$ cat src/rtl/mc_control_unit.sv
// -----------------------------------------------------------------------------
// mc_control_unit
// Multi-cycle control FSM for the 16-bit CPU. It takes the latched instruction
// register and drives every datapath control strobe. It sequences
// IF/ID/EX/MEM/WB for each instruction, waits on memory, counts retired
// instructions, and flags WWD output and HLT.
//
// Ports
//   clk          clock; all state updates happen on the rising edge
//   reset_n      synchronous reset, active HIGH (1 = reset)
//   inst         instruction register: [15:12] opcode, [5:0] func
//   mem_ready    memory finished the current read/write this cycle
//   PCWriteCond  PC write if ALU zero     PCWrite    unconditional PC write
//   IorD         mem addr 0:PC 1:ALUOut    MemRead    memory read request
//   MemWrite     memory write request      MemtoReg   RF data from MDR
//   IRWrite      latch fetched instruction
//   PCSource     0 ALU, 1 ALUOut, 2 jump target, 3 RF read port 1
//   ALUOp/func   ALU operation / R-type function
//   ALUSrcB      0 RF2, 1 const 1, 2 sign-ext imm   ALUSrcA  0 PC, 1 RF1
//   RegWrite     RF write enable
//   RegDst       0 inst[9:8], 1 inst[7:6], 2 reg 2
//   num_inst     retired-instruction count (wraps)
//   wwd_valid    one-cycle pulse: datapath output_port valid
//   is_halted    HLT executed
// -----------------------------------------------------------------------------
module mc_control_unit #(
    parameter int         WORD_SIZE = 16,
    parameter logic [3:0] ADD_ALUOP = 4'd4
) (
    input  logic                 clk,
    input  logic                 reset_n,
    input  logic [WORD_SIZE-1:0] inst,
    input  logic                 mem_ready,
    output logic                 PCWriteCond,
    output logic                 PCWrite,
    output logic                 IorD,
    output logic                 MemRead,
    output logic                 MemWrite,
    output logic                 MemtoReg,
    output logic                 IRWrite,
    output logic [1:0]           PCSource,
    output logic [3:0]           ALUOp,
    output logic [5:0]           func,
    output logic [1:0]           ALUSrcB,
    output logic                 ALUSrcA,
    output logic                 RegWrite,
    output logic [1:0]           RegDst,
    output logic [WORD_SIZE-1:0] num_inst,
    output logic                 wwd_valid,
    output logic                 is_halted
);

    typedef enum logic [2:0] {
        S_IF   = 3'd0,
        S_ID   = 3'd1,
        S_EX   = 3'd2,
        S_MEM  = 3'd3,
        S_WB   = 3'd4,
        S_HALT = 3'd5
    } state_t;

    localparam logic [3:0] OP_LWD   = 4'd7;
    localparam logic [3:0] OP_SWD   = 4'd8;
    localparam logic [3:0] OP_JMP   = 4'd9;
    localparam logic [3:0] OP_RTYPE = 4'd15;
    localparam logic [5:0] FN_JPR   = 6'd25;
    localparam logic [5:0] FN_WWD   = 6'd28;
    localparam logic [5:0] FN_HLT   = 6'd29;
    localparam logic [5:0] FN_ALU_MAX = 6'd7;   // R-type ALU functions are 0..7

    state_t                 r_state;
    state_t                 w_next;
    logic [WORD_SIZE-1:0]   r_num_inst;
    logic                   r_is_halted;
    logic                   w_retire;

    logic [3:0] w_opcode;
    logic [5:0] w_func;
    logic       w_is_rtype, w_is_rtype_alu, w_is_branch, w_is_imm;
    logic       w_is_lwd, w_is_swd, w_is_jmp, w_is_jpr, w_is_wwd, w_is_hlt;
    logic       w_unused_inst;

    assign w_opcode       = inst[15:12];
    assign w_func         = inst[5:0];
    assign w_unused_inst  = ^inst[11:6];   // register fields belong to the datapath
    assign w_is_rtype     = (w_opcode == OP_RTYPE);
    assign w_is_rtype_alu = w_is_rtype && (w_func <= FN_ALU_MAX);
    assign w_is_branch    = (w_opcode <= 4'd3);
    assign w_is_imm       = (w_opcode >= 4'd4) && (w_opcode <= 4'd6);
    assign w_is_lwd       = (w_opcode == OP_LWD);
    assign w_is_swd       = (w_opcode == OP_SWD);
    assign w_is_jmp       = (w_opcode == OP_JMP);
    assign w_is_jpr       = w_is_rtype && (w_func == FN_JPR);
    assign w_is_wwd       = w_is_rtype && (w_func == FN_WWD);
    assign w_is_hlt       = w_is_rtype && (w_func == FN_HLT);

    // NOTE: every output and w_next gets a default before the case so no
    // path through this block can leave a signal unassigned and infer a latch.
    always_comb begin
        PCWriteCond = 1'b0;
        PCWrite     = 1'b0;
        IorD        = 1'b0;
        MemRead     = 1'b0;
        MemWrite    = 1'b0;
        MemtoReg    = 1'b0;
        IRWrite     = 1'b0;
        PCSource    = 2'd0;
        ALUOp       = 4'd0;
        func        = 6'd0;
        ALUSrcB     = 2'd0;
        ALUSrcA     = 1'b0;
        RegWrite    = 1'b0;
        RegDst      = 2'd0;
        wwd_valid   = 1'b0;
        w_retire    = 1'b0;
        w_next      = r_state;

        // Strobes are suppressed for the whole reset cycle so an abandoned
        // instruction cannot disturb the datapath.
        if (!reset_n) begin
            case (r_state)
                S_IF: begin
                    MemRead = 1'b1;
                    ALUSrcB = 2'd1;
                    ALUOp   = ADD_ALUOP;
                    IRWrite = mem_ready;
                    PCWrite = mem_ready;
                    if (mem_ready) w_next = S_ID;
                end
                S_ID: begin
                    // ALUOut <= PC+1+imm: branch target ready for EX.
                    ALUSrcB = 2'd2;
                    ALUOp   = ADD_ALUOP;
                    if (w_is_jmp) begin
                        PCWrite  = 1'b1;
                        PCSource = 2'd2;
                        w_next   = S_IF;
                    end else if (w_is_jpr) begin
                        PCWrite  = 1'b1;
                        PCSource = 2'd3;
                        w_next   = S_IF;
                    end else if (w_is_wwd) begin
                        ALUOp     = 4'd15;
                        func      = FN_WWD;
                        wwd_valid = 1'b1;
                        w_next    = S_IF;
                    end else if (w_is_hlt) begin
                        w_next = S_HALT;
                    end else if (w_is_rtype_alu || w_is_imm || w_is_lwd ||
                                 w_is_swd || w_is_branch) begin
                        w_next = S_EX;
                    end else begin
                        w_next = S_IF;   // unsupported: retired as a NOP
                    end
                    w_retire = (w_next != S_EX);
                end
                S_EX: begin
                    ALUSrcA = 1'b1;
                    if (w_is_rtype) begin
                        ALUOp  = 4'd15;
                        func   = w_func;
                        w_next = S_WB;
                    end else if (w_is_imm) begin
                        ALUSrcB = 2'd2;
                        ALUOp   = w_opcode;
                        w_next  = S_WB;
                    end else if (w_is_lwd || w_is_swd) begin
                        ALUSrcB = 2'd2;
                        ALUOp   = ADD_ALUOP;
                        w_next  = S_MEM;
                    end else begin
                        // Branch: ALU compares, zero=1 loads the target from ALUOut.
                        ALUOp       = w_opcode;
                        PCWriteCond = 1'b1;
                        PCSource    = 2'd1;
                        w_next      = S_IF;
                        w_retire    = 1'b1;
                    end
                end
                S_MEM: begin
                    IorD     = 1'b1;
                    MemRead  = w_is_lwd;
                    MemWrite = w_is_swd;
                    if (mem_ready) begin
                        w_next   = w_is_lwd ? S_WB : S_IF;
                        w_retire = !w_is_lwd;
                    end
                end
                S_WB: begin
                    RegWrite = 1'b1;
                    MemtoReg = w_is_lwd;
                    RegDst   = w_is_rtype ? 2'd1 : 2'd0;
                    w_next   = S_IF;
                    w_retire = 1'b1;
                end
                S_HALT: w_next = S_HALT;
                default: w_next = S_IF;
            endcase
        end
    end

    // NOTE: state registers use non-blocking assignments so every flop samples
    // the pre-edge values, independent of statement order.
    always_ff @(posedge clk) begin
        if (reset_n) begin
            r_state     <= S_IF;
            r_num_inst  <= '0;
            r_is_halted <= 1'b0;
        end else begin
            r_state <= w_next;
            if (w_retire) r_num_inst <= r_num_inst + 1'b1;
            if (w_next == S_HALT) r_is_halted <= 1'b1;
        end
    end

    assign num_inst  = r_num_inst;
    assign is_halted = r_is_halted;

endmodule

$ cat config.mk
export PLATFORM = sky130hd
export DESIGN_NAME = mc_control_unit
export DESIGN_NICKNAME = d
export VERILOG_FILES = /design/src/rtl/mc_control_unit.sv
export SDC_FILE = /design/constraint.sdc
export NUM_CORES = 1
export LEC_CHECK = 0
export CAP_MARGIN = 10
export CORE_MARGIN = 4
export CORE_UTILIZATION = 40
export CTS_CLUSTER_SIZE = 14
export DETAILED_ROUTE_END_ITERATION = 8
export PLACE_DENSITY = 0.78
export SLEW_MARGIN = 5
export SYNTH_ARGS = -nofsm -noshare
export SYNTH_HDL_FRONTEND = slang
export SYNTH_SLANG_ARGS = --single-unit
$ cat constraint.sdc
create_clock -name clk -period 2.3 [get_ports clk]
set_input_delay 0.345 -clock clk [delete_from_list [all_inputs] [get_ports clk]]
set_output_delay 0.345 -clock clk [all_outputs]
set_load 0.02 [all_outputs]
-- Word level (Yosys, flattened, before mapping)
Cells that the tools add are included.
- reductions and logical operators: 12
- order comparisons: 4
- $add $sub $neg: 1
- mux-type cells: 75
- eq/ne operators: 14
- operator list (cell ; count):
    two-way mux 3 bit ; 12
    two-way mux 1 bit ; 34
    two-way mux 4 bit ; 7
    == test 6 x 5 -> 1 bit (second input constant) ; 3
    two-way mux 2 bit ; 9
    adder 16 x 1 -> 16 bit (second input constant) ; 1
    two-way mux 5 bit ; 3
    one-hot mux 3 bit (5 select lines) ; 1
    == test 4 bit (second input constant) ; 3
    two-way mux 6 bit ; 2
    one-hot mux 4 bit (3 select lines) ; 1
    one-hot mux 6 bit (2 select lines) ; 1
    == test 3 bit (second input constant) ; 3
    == test 3 x 2 -> 1 bit (second input constant) ; 2
    less-or-equal comparator 6 x 3 -> 1 bit (second input constant) ; 1
    one-hot mux 2 bit (3 select lines) ; 1
    logical AND 1 bit ; 5
    logical OR 1 bit ; 5
    == test 4 x 3 -> 1 bit (second input constant) ; 1
    greater-or-equal comparator 4 x 3 -> 1 bit (second input constant) ; 1
    less-or-equal comparator 4 x 2 -> 1 bit (second input constant) ; 1
    less-or-equal comparator 4 x 3 -> 1 bit (second input constant) ; 1
    one-hot mux 1 bit (2 select lines) ; 2
    one-hot mux 1 bit (4 select lines) ; 1
    5 further kinds ; 5
- output and inout bits: 43
- register bits after elaboration: 20
- input port bits: 19

-- Depth between registers and ports, before layout
Gate-level depths: netlist of the first run.
- word-level depth: 16
- gate-level depth with buffers: 8
- gate-level depth less buffers: 6

-- Worst setup path after synthesis of the first run
Ideal clock, no wire load.
- path kind: reg2out
- start point: reg r_state[2]
- end point: out PCSource[0]
- arrival: 1.951 ns
- stages on the path, launching flop included: 7
- slack: 0.004 ns
- required time: 1.955 ns
- cells stage by stage: dfxtp_1 -> buf_2 -> nor2_1 -> nand2_1 -> or2_2 -> a211oi_1 -> o21bai_1
- cells in the longest elaborated chain, start to end: 3
- elaborated cells on any way between the ends: 4
- those cells by class: eq/ne (2); mux (2)
- ends and longest elaborated chain (what ; line ; text):
    from (decl) ; 71 ; state_t r_state;
    from (signal assigned) ; 210 ; r_state <= w_next;
    == test 3 x 2 -> 1 bit / == test 3 x 1 -> 1 bit (equally long branches) ; 121 ; case (r_state)
    one-hot mux 2 bit (2 select lines) (*) ; 121 ;
    two-way mux 2 bit (*) ; 120 ; if (!reset_n) begin
    to (decl) ; 41 ; output logic [1:0] PCSource,
Mark *: on every way between the ends. The rest lies on a longest branch, timed or not.

-- Worst setup path in the final report of the first run
- start point: in inst[12]
- end point: reg r_num_inst[6], in the netlist num_inst[6]
- cells in the longest elaborated chain, start to end: 16
- elaborated cells on any way between the ends: 32
- those cells by class: order compare (3); eq/ne (5); mux (13); reduce/logical (11)
- ends and longest elaborated chain (what ; line ; text):
    from (decl) ; 32 ; input logic [WORD_SIZE-1:0] inst,
    greater-or-equal comparator 4 x 3 -> 1 bit, or another cell as far along ; 89 ; assign w_is_imm = (w_opcode >= 4'd4) && (w_opcode <= 4'd6);
    logical AND 1 bit, on equally long branches ; 89, 87 ;
    logical OR 1 bit (3 in series) ; 149 ; end else if (w_is_rtype_alu || w_is_imm || w_is_lwd ||
    logical OR 1 bit ; 150 ; w_is_swd || w_is_branch) begin
    two-way mux 2 bit ; 149 ;
    two-way mux 3 bit ; 147 ; end else if (w_is_hlt) begin
    two-way mux 3 bit ; 142 ; end else if (w_is_wwd) begin
    two-way mux 3 bit ; 138 ; end else if (w_is_jpr) begin
    two-way mux 3 bit ; 134 ; if (w_is_jmp) begin
    two-way mux 3 bit ; 121 ;
    two-way mux 3 bit ; 120 ;
    inequality test 3 x 2 -> 1 bit ; 155 ; w_retire = (w_next != S_EX);
    one-hot mux 1 bit (4 select lines) (*) ; 121 ;
    two-way mux 1 bit (*) ; 120 ;
    to (signal assigned) ; 211 ; if (w_retire) r_num_inst <= r_num_inst + 1'b1;
    to (decl) ; 73 ; logic [WORD_SIZE-1:0] r_num_inst;
Mark *: on every way between the ends. The rest lies on a longest branch, timed or not. The select of a mux whose other input is x is not followed.
A chain may end at the register's enable or synchronous reset.

==> flow_metrics.tcl, run 1 <==
set metrics [dict create \
    r2r-end "num_inst[15]" \
    clockRootBuffer "clkbuf_8" \
    syn_inst 212 \
    avgSynthCellArea_um2 7.86 \
    std_cell_rows 23 \
    fmax_ghz 0.454 \
    clkSinkCount 20 \
    yosys_most_used_dff "dfxtp_1" \
    synth_edf_count 0 \
    synth_warnings 0 \
    pwr-share-comb_pct 25.1 \
    critPathRequiredTime_ps 2450 \
    overflow 0 \
    drcViolationCount 0 \
    cts_made_buffers 3 \
    crit_slowest_cell "clkdlybuf4s50_1" \
    cp-startpoint "inst[12]" \
    seqPwrFrac_pct 42.7 \
    crit_family "buffers and inverters" \
    setup_tns_ps 0 \
    p_leak_nw 1.04 \
    grt.total_usage_pct 17.0 \
    htreeDepth 1 \
    worst_slack_ps 99.5 \
    nNetsFinal 305 \
    start_util_pct 41.4 \
    routed_via_density 5.28 \
    ant_nets 0 \
    drive_above_1_share_pct 28.5 \
    worstSetupEndpointType "register" \
    detail_route.first_pass.iterations 4 \
    p_sw_share_pct 28.1 \
    synth_top_cell_by_area "dfxtp_1" \
    drtIter0Drc 112 \
    hold_path_class "reg -> reg" \
    p_clk_share_pct 32.2 \
    met2_usage_pct 27.8 \
    ys_seq_area_share_pct 24.0 \
    period_minus_slack_ps 2200 \
    crit_chain "clkdlybuf4s50_1 > buf_4 > nor4b_4 > buf_4 > a211oi_4 > o21ai_2 > buf_12 > a211oi_1 > mux2_1" \
    synthArstFlopShare_pct 0 \
    hpwl_um 3460 \
    start_kind "input port" \
    crit_end "num_inst[6]" \
    status "completed" \
    design_area_um2 2450 \
    yosys_register_bits 20 \
    r2r_slack_ps 390 \
    wl_um 4520 \
    grtUsageMet3_pct 3.32 \
    yosysTopAreaCellShare_pct 24.0 \
    hold_viol_final 0 \
    grt_pass1_wl_um 7450 \
    num_antenna_cells 0 \
    ys_top_cells_by_area "dfxtp_1, mux2_4, nor2_1" \
    grt_max_degree 31 \
    die_h_um 72.6 \
    fin_cells 334 \
    antenna_found_initial 0 \
    port_buffers 54 \
    dp_slack_ps -405 \
    dieArea_um2 5260 \
    fin_total_pwr_uw 837 \
    regToRegStartpoint "num_inst[3]" \
    path_clk_slew_ps 80 \
    critPathMaxFanout 15 \
    gp_congestion 0.865 \
    syn_nets 232 \
    cpPeakStageDelay_ps 500 \
    design.portCount 62 \
    syn_to_final_growth_pct 47.1 \
    cp.arrival_ps 2350 \
    ctsHoldBuffers 0 \
    top_usage_layer "met2" \
    wl_per_cell_um 13.5 \
    fin_crit_sh_pct 95.7 \
    placed_cell_area_um2 2410 \
    core_area_um2 4030 \
    met1_usage_pct 22.9 \
    clk_latency_ps 260 \
    finClkSkew_ps 2.25 \
    dp_cells 329 \
    setup_viol 0 \
    die_x_um 72.6 \
    clk_path_buf_depth 2 \
    syn-cell-area_um2 1670 \
    cp.depth 9 \
    synth.distinct_cells 47 \
    grt_pass1_vias 1706 \
    r2r.worst_path.cells 5 \
    path_buf_inv 4 \
    power.switching_uw 235 \
    dr_total_vias 1763 \
    peakVddDrop_mv 0.235 \
    cts_tree "built" \
    slew_violations 0 \
    cap_violations 0 \
    p_int_uw 602 \
    crit_top_cell "buf_4" \
    mostFrequentLayoutCells "nor2_1, clkdlybuf4s50_1, buf_4" \
    path_class "in -> reg" \
    powerDensity_nw_per_um2 341 \
]
-- sequential cells by signal, indices dropped and copies added (netlist names) --
| name | count |
|---|---|
| is_halted | 1 |
| num_inst | 16 |
| r_state | 3 |
-- kinds of logic after synthesis --
group	Yosys count	share of synthesized area [%]
mux	14	11.3
flops	20	24.0
buf+inv	23	8.33
other cells	1	0.225
fa+ha+maj	1	0.751
compound gates	46	20.1
simple gates	107	35.3
-- Yosys cell counts (2+ instances only) --
| cell type | number |
|---|---|
| nand2_1 | 13 |
| nor2_1 | 32 |
| inv_1 | 7 |
| a21oi_1 | 10 |
| buf_4 | 3 |
| mux2_4 | 8 |
| a211oi_1 | 7 |
| and2_1 | 5 |
| a21o_1 | 3 |
| nor2b_1 | 14 |
| clkbuf_1 | 6 |
| a21oi_2 | 6 |
| dfxtp_1 | 20 |
| o21a_1 | 2 |
| buf_2 | 2 |
| buf_6 | 3 |
| nand3b_1 | 4 |
| nand3_1 | 14 |
| o211ai_1 | 2 |
| nand4_1 | 5 |
| or3_1 | 2 |
| o21ai_0 | 4 |
| nor3_1 | 6 |
| or2_2 | 2 |
| mux2_1 | 6 |
| o22ai_1 | 2 |
| nand4b_1 | 2 |
| a211oi_2 | 3 |
-- worst min-delay path by stage --
stage | from | to | depth (start not counted)
global route | is_halted | is_halted | 2
floorplan | is_halted | is_halted | 2
finish | is_halted | is_halted | 2
detailed placement | is_halted | is_halted | 2
CTS | is_halted | is_halted | 2
global placement | is_halted | is_halted | 2
-- what timing repair did --
| action | in CTS | in global routing |
|---|---|---|
| buffers inserted | 0 | 1 |
| setup endpoints to repair | 25 | 20 |
| pin swaps | 0 | 3 |
| gates resized for setup | 52 | 27 |
-- tightest hold or removal path: cells and delay by family, from the launching register on --
kind            cells  cell delay, ps
flops               1             320
compound gates      1              50
buf+inv             1              50
-- power groups by stage --
stage	combinational [mW]	clock, mW	sequential [mW]
floorplan	0.115	0	0.366
global placement	0.207	0	0.365
detailed placement	0.210	0	0.366
CTS	0.204	0.271	0.357
global route	0.230	0.280	0.358
finish	0.210	0.269	0.358
-- layout make-up --
| type | instances | area, µm² |
|---|---|---|
| inverter | 7 | 26.3 |
| sequential | 20 | 400 |
| clock buffer | 4 | 55.1 |
| tap | 50 | 62.6 |
| timing repair buffer | 84 | 739 |
| fill | 361 | 1580 |
| multi-input combinational | 169 | 1170 |
-- routing by layer --
metal,part of all wire (%),vias to the layer above
li1,-,891
met1,46,808
met2,47,58
met3,6.4,6
met4,0.93,0
met5,0,-
-- stage by stage --
step           hold WS [ps]  util, %
4_1_cts                 454     60.6
2_1_floorplan           522        -
3_5_place_dp            442     59.9
5_1_grt                 494     60.9
3_3_place_gp            436     59.9
6_report                451     60.9
Note: power is estimated with default switching activity, not from simulation.
==> run 2, diff against run 1 <==
Settings changed: GPL_ROUTABILITY_DRIVEN from default to 1.
Clock period 2.3 ns to 2.83 ns, I/O delays scaled along.
==> run 2 against run 1 <==
Die area unchanged. Register-to-register slack improved by 440 ps. Global-route usage shrank 1.1 points. Final cell count down 3.9%. Critical path type is now in -> out. Critical endpoint is now MemtoReg. Highest routed layer unchanged.
==> flow_metrics.tcl, run 2 (synthesized netlist as in run 1, its figures left out) <==
set metrics [dict create \
    status "completed" \
    setup_viol 0 \
    dieArea_um2 5260 \
    gp_congestion 0.858 \
    fillers 361 \
    cts_post_setup_buffers_inserted 0 \
    grt.total_usage_pct 15.9 \
    power.switching_uw 184 \
    period_minus_slack_ps 2710 \
    r2r.worst_path.cells 6 \
    drcViolationCount 0 \
    cts_tree "built" \
    cp.arrival_ps 2280 \
    ctsHoldBuffers 0 \
    peakVddDrop_mv 0.182 \
    hold_viol_final 0 \
    rsz0062_at_grt "no" \
    detail_route.first_pass.iterations 4 \
    critPathMaxFanout 20 \
    syn_to_final_growth_pct 43.5 \
    drtIter0Drc 70 \
    powerDensity_nw_per_um2 277 \
    num_antenna_cells 0 \
    finalCoreUtilization_pct 59.4 \
    wl_per_cell_um 13.0 \
    finClkSkew_ps 6.52 \
    p_sw_share_pct 27.7 \
    grt_pass1_wl_um 6930 \
    cts_made_buffers 3 \
    mostFrequentLayoutCells "clkdlybuf4s50_1, nor2_1, dfxtp_1" \
    seqPwrFrac_pct 43.9 \
    r2r-end "num_inst[6]" \
    cap_violations 0 \
    start_kind "input port" \
    port_buffers 54 \
    clkSinkCount 20 \
    design.portCount 62 \
    die_h_um 72.6 \
    p_int_uw 480 \
    p_clk_share_pct 33.2 \
    whs_endpoint "is_halted" \
    wl_um 4180 \
    dp_slack_ps -76.4 \
    die_x_um 72.6 \
    fmax_ghz 0.370 \
    clockRootBuffer "clkbuf_8" \
    core_area_um2 4030 \
    critPathRequiredTime_ps 2410 \
    ant_nets 0 \
    p_leak_nw 1.14 \
    hpwl_um 3220 \
    nNetsFinal 292 \
    r2r_slack_ps 830 \
    grt_max_degree 21 \
    fin_total_pwr_uw 664 \
    path_clk_slew_ps 70 \
    largest_reg_flops 16 \
    regToRegStartpoint "r_state[0]" \
    dr_total_vias 1733 \
    fin_crit_sh_pct 95.6 \
    slew_violations 0 \
    min_path_cells 2 \
    clk_latency_ps 260 \
    worst_slack_ps 124 \
    htreeDepth 1 \
    cp-startpoint "reset_n" \
    start_util_pct 41.4 \
    std_cell_rows 23 \
    grt_pass1_vias 1614 \
    layout_commonest_cell "clkdlybuf4s50_1" \
    drive_above_1_share_pct 17.7 \
    overflow 0 \
    clk_path_buf_depth 2 \
    routed_via_density 5.40 \
    hold_path_class "reg -> reg" \
    worstSetupEndpointType "primary output" \
    antenna_found_initial 0 \
    pwr-share-comb_pct 22.9 \
    path_class "in -> out" \
    hp-start "is_halted" \
]
run 2: cell type report:
type                            count  area, µm²  share of cell area [%]
Sequential cell                    20        400                    16.7
Clock buffer                        4       55.1                    2.30
Inverter                            7       26.3                    1.10
Tap cell                           50       62.6                    2.62
Timing Repair Buffer               71        711                    29.7
Multi-Input combinational cell    169       1140                    47.5
run 2: power groups by stage:
stage / logic, mW / registers, mW / clock network [mW]
finish: 0.152 / 0.291 / 0.220
global route: 0.165 / 0.292 / 0.243
CTS: 0.152 / 0.291 / 0.233
detailed placement: 0.152 / 0.298 / 0
global placement: 0.151 / 0.298 / 0
floorplan: 0.0938 / 0.298 / 0
run 2: routing by layer:
layer  track usage (%)  wire, µm  up-vias
met5                 0         0        -
met4              3.89        43        0
met3              4.02       229        7
met2              27.8      2090       39
met1              19.4      1810      823
li1                  -         -      864
run 2: how the worst max path moves through the flow:
stage / endpoint / slack, ps / cells past startpoint
global route: RegDst[0] / 10 / 6
CTS: func[1] / 5 / 7
finish: MemtoReg / 120 / 6
floorplan: PCSource[0] / 450 / 6
global placement: PCSource[0] / -40 / 7
detailed placement: func[0] / -80 / 7
run 2: repair_timing:
action	in CTS	in global routing
endpoints found under the setup margin	8	13
endpoints found under the hold margin	0	0
gates resized for setup	4	14
run 2: critical path, cell delays in order:
cell,delay (ps)
clkdlybuf4s50_1,420
buf_4,210
buf_4,220
nand3b_1,250
nor2_1,130
clkdlybuf4s50_1,610
run 2: through the flow:
step | hold slack [ps] | TNS [ps] | instance area [µm²] | instances
after floorplan | 522 | 0 | 1670 | 212
after global placement | 441 | -132 | 2300 | 317
after global routing | 491 | 0 | 2390 | 321
after detailed placement | 452 | -465 | 2300 | 317
final | 464 | 0 | 2390 | 321
after CTS | 471 | 0 | 2350 | 321
==> run 3, diff against run 2 <==
Settings changed: ABC_CLOCK_PERIOD_IN_PS from default to 2830.
==> results of run 3 <==
Same layout as run 2: the final DEF is identical, and so are final timing and power.
